--- config.mk ---
export PLATFORM = sky130hd
export DESIGN_NAME = pts_step_sequencer
export DESIGN_NICKNAME = d
export VERILOG_FILES = /design/src/rtl/pts_step_sequencer.sv
export SDC_FILE = /design/constraint.sdc
export NUM_CORES = 1
export LEC_CHECK = 0
export CAP_MARGIN = 40
export CELL_PAD_IN_SITES_DETAIL_PLACEMENT = 0
export CELL_PAD_IN_SITES_GLOBAL_PLACEMENT = 1
export CORE_UTILIZATION = 52
export CTS_BUF_LIST = sky130_fd_sc_hd__clkbuf_8
export DETAILED_ROUTE_END_ITERATION = 10
export PLACE_DENSITY_LB_ADDON = 0.1
export REMOVE_ABC_BUFFERS = 1
export SYNTH_ARGS = -nofsm -noshare
export SYNTH_HDL_FRONTEND = slang
export SYNTH_SLANG_ARGS = --single-unit
export TNS_END_PERCENT = 1
--- constraint.sdc ---
create_clock -name iClk -period 10 [get_ports iClk]
set_input_delay 2 -clock iClk [delete_from_list [all_inputs] [get_ports iClk]]
set_output_delay 2 -clock iClk [all_outputs]
set_load 0.03 [all_outputs]
--- src/rtl/pts_step_sequencer.sv ---
// Step sequencer for a 32-channel PTS code bus: plays a table of
// {code, dwell} steps, advancing on dwell expiry or on a trigger edge.
//
// Ports:
//   iClk, iRst         clock, synchronous active-high reset
//   iWrEn/iWrAddr/
//   iWrCode/iWrDwell   table write port, accepted only while idle
//   iLength, iLoop     step count and loop flag, latched on start
//   iStart, iAbort     start request, immediate stop
//   iTrigger           synchronous trigger, rising edge advances dwell-0 steps
//   oCode, oIndex      active channel code and step index
//   oBusy, oDone, oErr running flag, completion pulse, reject pulse
module pts_step_sequencer #(
  parameter int MAX_STEP = 8
) (
  input  logic        iClk,
  input  logic        iRst,
  input  logic        iWrEn,
  input  logic [7:0]  iWrAddr,
  input  logic [31:0] iWrCode,
  input  logic [31:0] iWrDwell,
  input  logic [7:0]  iLength,
  input  logic        iLoop,
  input  logic        iStart,
  input  logic        iAbort,
  input  logic        iTrigger,
  output logic [31:0] oCode,
  output logic [7:0]  oIndex,
  output logic        oBusy,
  output logic        oDone,
  output logic        oErr
);

  localparam int IW = (MAX_STEP > 1) ? $clog2(MAX_STEP) : 1;
  localparam logic [8:0] DEPTH = 9'(MAX_STEP);

  typedef enum logic [1:0] {
    IDLE      = 2'd0,
    RUN       = 2'd1,
    WAIT_TRIG = 2'd2
  } state_t;

  state_t      state_q, state_d;
  logic [31:0] code_q, code_d;
  logic [7:0]  index_q, index_d;
  logic [31:0] cnt_q, cnt_d;
  logic [7:0]  len_q, len_d;
  logic        loop_q, loop_d;
  logic        busy_q, busy_d;
  logic        done_q, done_d;
  logic        err_q, err_d;
  logic        trig_q;

  logic [31:0] tab_code  [MAX_STEP];
  logic [31:0] tab_dwell [MAX_STEP];

  logic        idle;
  logic        wr_ok;
  logic        wr_bad;
  logic        len_ok;
  logic        start_req;
  logic        start_ok;
  logic        step_end;
  logic        last;
  logic        enter;
  logic [7:0]  enter_idx;
  logic [IW-1:0] sel;

  assign idle      = (state_q == IDLE);
  assign wr_ok     = iWrEn && idle && ({1'b0, iWrAddr} < DEPTH);
  assign wr_bad    = iWrEn && !wr_ok;
  assign len_ok    = (iLength != 8'd0) && ({1'b0, iLength} <= DEPTH);
  // Abort outranks start, so a start cut short by abort is not an error.
  assign start_req = iStart && idle && !iAbort;
  assign start_ok  = start_req && len_ok;
  assign last      = (index_q == len_q - 8'd1);
  assign step_end  = ((state_q == RUN) && (cnt_q == 32'd1)) ||
                     ((state_q == WAIT_TRIG) && iTrigger && !trig_q);

  always_comb begin
    state_d   = state_q;
    code_d    = code_q;
    index_d   = index_q;
    cnt_d     = cnt_q;
    len_d     = len_q;
    loop_d    = loop_q;
    done_d    = 1'b0;
    err_d     = wr_bad || (start_req && !len_ok);
    enter     = 1'b0;
    enter_idx = 8'd0;
    sel       = '0;

    if (iAbort) begin
      state_d = IDLE;
      code_d  = 32'd0;
      index_d = 8'd0;
      cnt_d   = 32'd0;
    end else if (start_ok) begin
      len_d  = iLength;
      loop_d = iLoop;
      enter  = 1'b1;
    end else if (step_end) begin
      if (!last) begin
        enter     = 1'b1;
        enter_idx = index_q + 8'd1;
      end else if (loop_q) begin
        enter = 1'b1;
      end else begin
        state_d = IDLE;
        code_d  = 32'd0;
        index_d = 8'd0;
        cnt_d   = 32'd0;
        done_d  = 1'b1;
      end
    end else if (state_q == RUN) begin
      cnt_d = cnt_q - 32'd1;
    end

    // The counter holds the cycles left in the step including the
    // current one, so a step of dwell D ends when it reads 1.
    if (enter) begin
      sel     = enter_idx[IW-1:0];
      code_d  = tab_code[sel];
      index_d = enter_idx;
      cnt_d   = tab_dwell[sel];
      state_d = (tab_dwell[sel] != 32'd0) ? RUN : WAIT_TRIG;
    end

    busy_d = (state_d != IDLE);
  end

  always_ff @(posedge iClk) begin
    if (iRst) begin
      state_q <= IDLE;
      code_q  <= 32'd0;
      index_q <= 8'd0;
      cnt_q   <= 32'd0;
      len_q   <= 8'd0;
      loop_q  <= 1'b0;
      busy_q  <= 1'b0;
      done_q  <= 1'b0;
      err_q   <= 1'b0;
      trig_q  <= 1'b0;
    end else begin
      state_q <= state_d;
      code_q  <= code_d;
      index_q <= index_d;
      cnt_q   <= cnt_d;
      len_q   <= len_d;
      loop_q  <= loop_d;
      busy_q  <= busy_d;
      done_q  <= done_d;
      err_q   <= err_d;
      trig_q  <= iTrigger;
    end
  end

  always_ff @(posedge iClk) begin
    if (iRst) begin
      for (int i = 0; i < MAX_STEP; i++) begin
        tab_code[i]  <= 32'd0;
        tab_dwell[i] <= 32'd0;
      end
    end else if (wr_ok) begin
      tab_code[iWrAddr[IW-1:0]]  <= iWrCode;
      tab_dwell[iWrAddr[IW-1:0]] <= iWrDwell;
    end
  end

  assign oCode  = code_q;
  assign oIndex = index_q;
  assign oBusy  = busy_q;
  assign oDone  = done_q;
  assign oErr   = err_q;

endmodule
==> reports/results.ini <==
[sta]
rsz0062_at_grt = no
drv_slew = 0
finalCritPeriodShare_pct = 53.1
setup_ws_ns = 4.69
fmax_mhz = 188
holdWs_ns = 0.479
skew_ns = 0.0240
worst_slew_pin_slew_ns = 0.957
min_period_ns = 5.31
finalHoldViolations = 0
slew_headroom_pct = 36.1
setup_viol = 0

[cts]
hold_buffers = 0
clkTransAtPathRegs_ns = 0.06
clock-sinks = 599
clock_latency_ns = 0.70
cts-resized-gates = 0
postCtsSetupRepairBufs = 0
cts_root_buffer = clkbuf_8
cts_buffers = 99
h-tree-depth = 3
ctsLongestPathBuffers = 3
cts_tree = yes

[hold_path]
hp-class = reg -> reg
hold_path_depth = 1
hp-start = len_q[7]$_SDFFE_PP0P_
whs_endpoint = len_q[7]$_SDFFE_PP0P_

[drt]
first_pass_iters = 5
drtIter0Drc = 1539
routed_wl_um = 75900
via_per_inst = 5.93
num_vias = 18452
drc_errors = 0
routedWlPerCell_um = 24.4
drtAntennaViolNets = 0

[synthesis]
synthArstFlopShare_pct = 0
ys_ff_latch = 599
syn_avg_cell_area_um2 = 12.4
synthCells = 2213
synth_cell_type_count = 73
syn_area_um2 = 27400
yosysWarnings = 0
ys.flop_type = edfxtp_1
ys_seq_area_share_pct = 62.4
synth_edf_count = 512

[global_route]
antenna_found_initial = 4
grt_start_max_net_pins = 68
grt.total_usage_pct = 28.6
grt_pass1_vias = 18493
grt_pass1_wl_um = 114000
grt_overflow_total = 0

[status]
status = complete, no violations

[worst_setup_path]
r2r_end = state_q[0]$_SDFF_PP0_
path_cells = clkdlybuf4s50_1, inv_1, nand2b_4, o22ai_4, o21ai_2, buf_4, nor2_1, buf_4, nor2_4, buf_4, a21oi_1, or4_1, nor3b_1
critPathMaxFanout = 33
path_class = in -> reg
cp_common_cell = buf_4
cp-start-kind = input pin
r2r_cells = 12
worstSetupEndpointType = register
critPathArrivalTime_ns = 5.84
cp_slowest_stage_delay_ns = 0.86
cp_num_buf_inv = 5
crit_required_ns = 10.53
slowest_stage = clkdlybuf4s50_1
crit_family = buffers and inverters
rrSetupSlack_ns = 5.25
r2r_start = oIndex[0]$_SDFFE_PP0P_

[pwr]
p_switching_mw = 1.16
p_leak_nw = 11.3
power.density_nw_per_um2 = 159
ir_drop_mv = 0.111
p_int_mw = 3.86
p_sw_share_pct = 23.2
p_total_mw = 5.03
p_comb_share_pct = 5.0
p_clk_share_pct = 39.4
p_seq_share_pct = 55.7

[place]
place_ws_ns = 3.99
place.gp.congestion = 0.902
dp_hpwl_um = 42700
dp.cells = 2927
portBuffers = 129

[finish]
drive_gt1_share_pct = 10.1
final_cells = 3113
layout.nets = 2439
fin_util_pct = 61.2
area_delta_synth_final_pct = 15.3
n_fill_cell = 4126

[floorplan]
die_area_um2 = 53700
die_x_um = 232
num_io_pins = 130
initial_core_util_pct = 53.0
rows = 83
core_um2 = 51700
fp.dieH_um = 232

[flow_run]
max_cap_viol_count = 0

## sequential cells by signal, summed over array words and instances, names as in the netlist
| signal | count |
|---|---|
| tab_dwell | 256 |
| state_q | 2 |
| loop_q | 1 |
| tab_code | 256 |
| cnt_q | 32 |
| oCode | 32 |
| oIndex | 8 |
| oErr | 1 |
| oDone | 1 |
| trig_q | 1 |
| oBusy | 1 |
| len_q | 8 |
## cells by family (layout without fill, tap and decap cells)
family / Yosys count / in the layout / synth area share (%)
other cells: 0 / 2 / 0
xor+xnor: 29 / 29 / 0.926
flops: 599 / 599 / 62.4
simple gates: 855 / 855 / 17.7
mux: 165 / 165 / 6.78
fa+ha+maj: 4 / 4 / 0.182
compound gates: 394 / 394 / 9.71
buf+inv: 167 / 385 / 2.33
## power by group through the flow
stage | logic (mW) | registers (mW) | clock network, mW
6_report | 0.249 | 2.80 | 1.98
5_1_grt | 0.268 | 2.80 | 2.12
4_1_cts | 0.249 | 2.80 | 2.01
3_5_place_dp | 0.248 | 2.85 | 0
3_3_place_gp | 0.238 | 2.85 | 0
2_1_floorplan | 0.108 | 2.86 | 0
## metrics by stage
step | cell area [um2] | setup TNS [ns]
2_1_floorplan | 26900 | -8.52
3_5_place_dp | 29800 | 0
6_report | 31600 | 0
3_3_place_gp | 29500 | 0
4_1_cts | 31600 | 0
5_1_grt | 31600 | 0
## cell usage after synthesis, types with 8 or more instances
master	instances	area (um2)
and2_1	519	3250
edfxtp_1	512	15400
clkbuf_1	138	518
mux2i_1	133	1330
nor2_1	129	484
a21oi_1	120	601
dfxtp_1	87	1740
o21ai_0	69	345
a221oi_1	66	578
nand2_1	63	236
a211oi_1	41	308
nor2b_1	38	238
nor3_1	30	150
nand3_1	20	100
mux2_2	17	191
xnor2_1	16	140
inv_1	15	56.3
mux4_2	15	338
a31oi_1	13	81.3
xor2_1	13	114
a221o_1	12	120
a22oi_1	12	90.1
nor4_1	12	75.1
buf_2	9	45.0
a32oi_1	8	70.1
and3_1	8	50.1
## cell usage in the layout, fill, tap and decap left out, types with 4 or more instances in the layout
cell type | Yosys | final
nor3_2 | 1 | 4
clkinv_1 | 0 | 17
a221o_1 | 12 | 12
a31oi_1 | 13 | 13
nand2b_1 | 5 | 5
a211oi_1 | 41 | 41
a22o_1 | 4 | 4
nor2b_1 | 38 | 38
clkinv_2 | 0 | 8
nor3_1 | 30 | 27
nor2_4 | 0 | 8
nand3_1 | 20 | 20
and2_1 | 519 | 519
buf_16 | 0 | 8
nand2_1 | 63 | 62
a21oi_1 | 120 | 120
clkbuf_8 | 0 | 106
a21o_1 | 5 | 5
and3_1 | 8 | 8
a22oi_1 | 12 | 12
mux2i_1 | 133 | 133
dfxtp_1 | 87 | 86
edfxtp_1 | 512 | 512
o211ai_1 | 5 | 5
mux2_2 | 17 | 17
a32oi_1 | 8 | 8
nor4_1 | 12 | 12
xor2_1 | 13 | 12
xnor2_1 | 16 | 15
nand4_1 | 7 | 7
mux4_2 | 15 | 15
o21ai_4 | 0 | 6
inv_1 | 15 | 63
a311oi_1 | 5 | 5
a221oi_1 | 66 | 66
o21ai_0 | 69 | 63
buf_4 | 0 | 43
nor2_1 | 129 | 120
clkdlybuf4s50_1 | 0 | 128
## worst max-delay path by stage
stage / startpoint / endpoint / cells after the start
final: iAbort / state_q[0]$_SDFF_PP0_ / 13
after global routing: iAbort / oCode[8]$_SDFFE_PP0P_ / 12
after CTS: iWrAddr[6] / tab_dwell[0][13]$_SDFFCE_PN0P_ / 8
after detailed placement: iWrAddr[6] / tab_code[0][12]$_SDFFCE_PN0P_ / 8
after global placement: iAbort / oCode[5]$_SDFFE_PP0P_ / 12
after floorplan: oIndex[0]$_SDFFE_PP0P_ / oCode[4]$_SDFFE_PP0P_ / 5
## final cells by class
class / count / area [um2] / area share [%]
Sequential cell: 599 / 17100 / 54.1
Tap cell: 680 / 851 / 2.69
Timing Repair Buffer: 185 / 1910 / 6.05
Clock buffer: 106 / 1460 / 4.61
Inverter: 16 / 60.1 / 0.190
Clock inverter: 78 / 354 / 1.12
Multi-Input combinational cell: 1447 / 9860 / 31.2
Antenna cell: 2 / 5.00 / 0.0158
## worst reg2reg max path, cell delays in order (launching register included)
cell     delay, ns
dfxtp_4       0.58
ha_4          0.76
buf_4         0.83
mux2_2        0.45
a221o_1       0.34
nor2b_1       0.16
o21ai_0       0.10
a211o_1       0.31
o21ai_0       0.08
and3_1        0.17
nand4_1       0.13
or4_1         0.53
nor3b_1       0.15
## layer usage
metal	track usage [%]	wire length [um]
met1	38.7	32600
met2	46.7	36400
met3	5.69	5150
met4	8.31	1640
met5	0	37
Note: power is estimated with default switching activity, not from simulation.
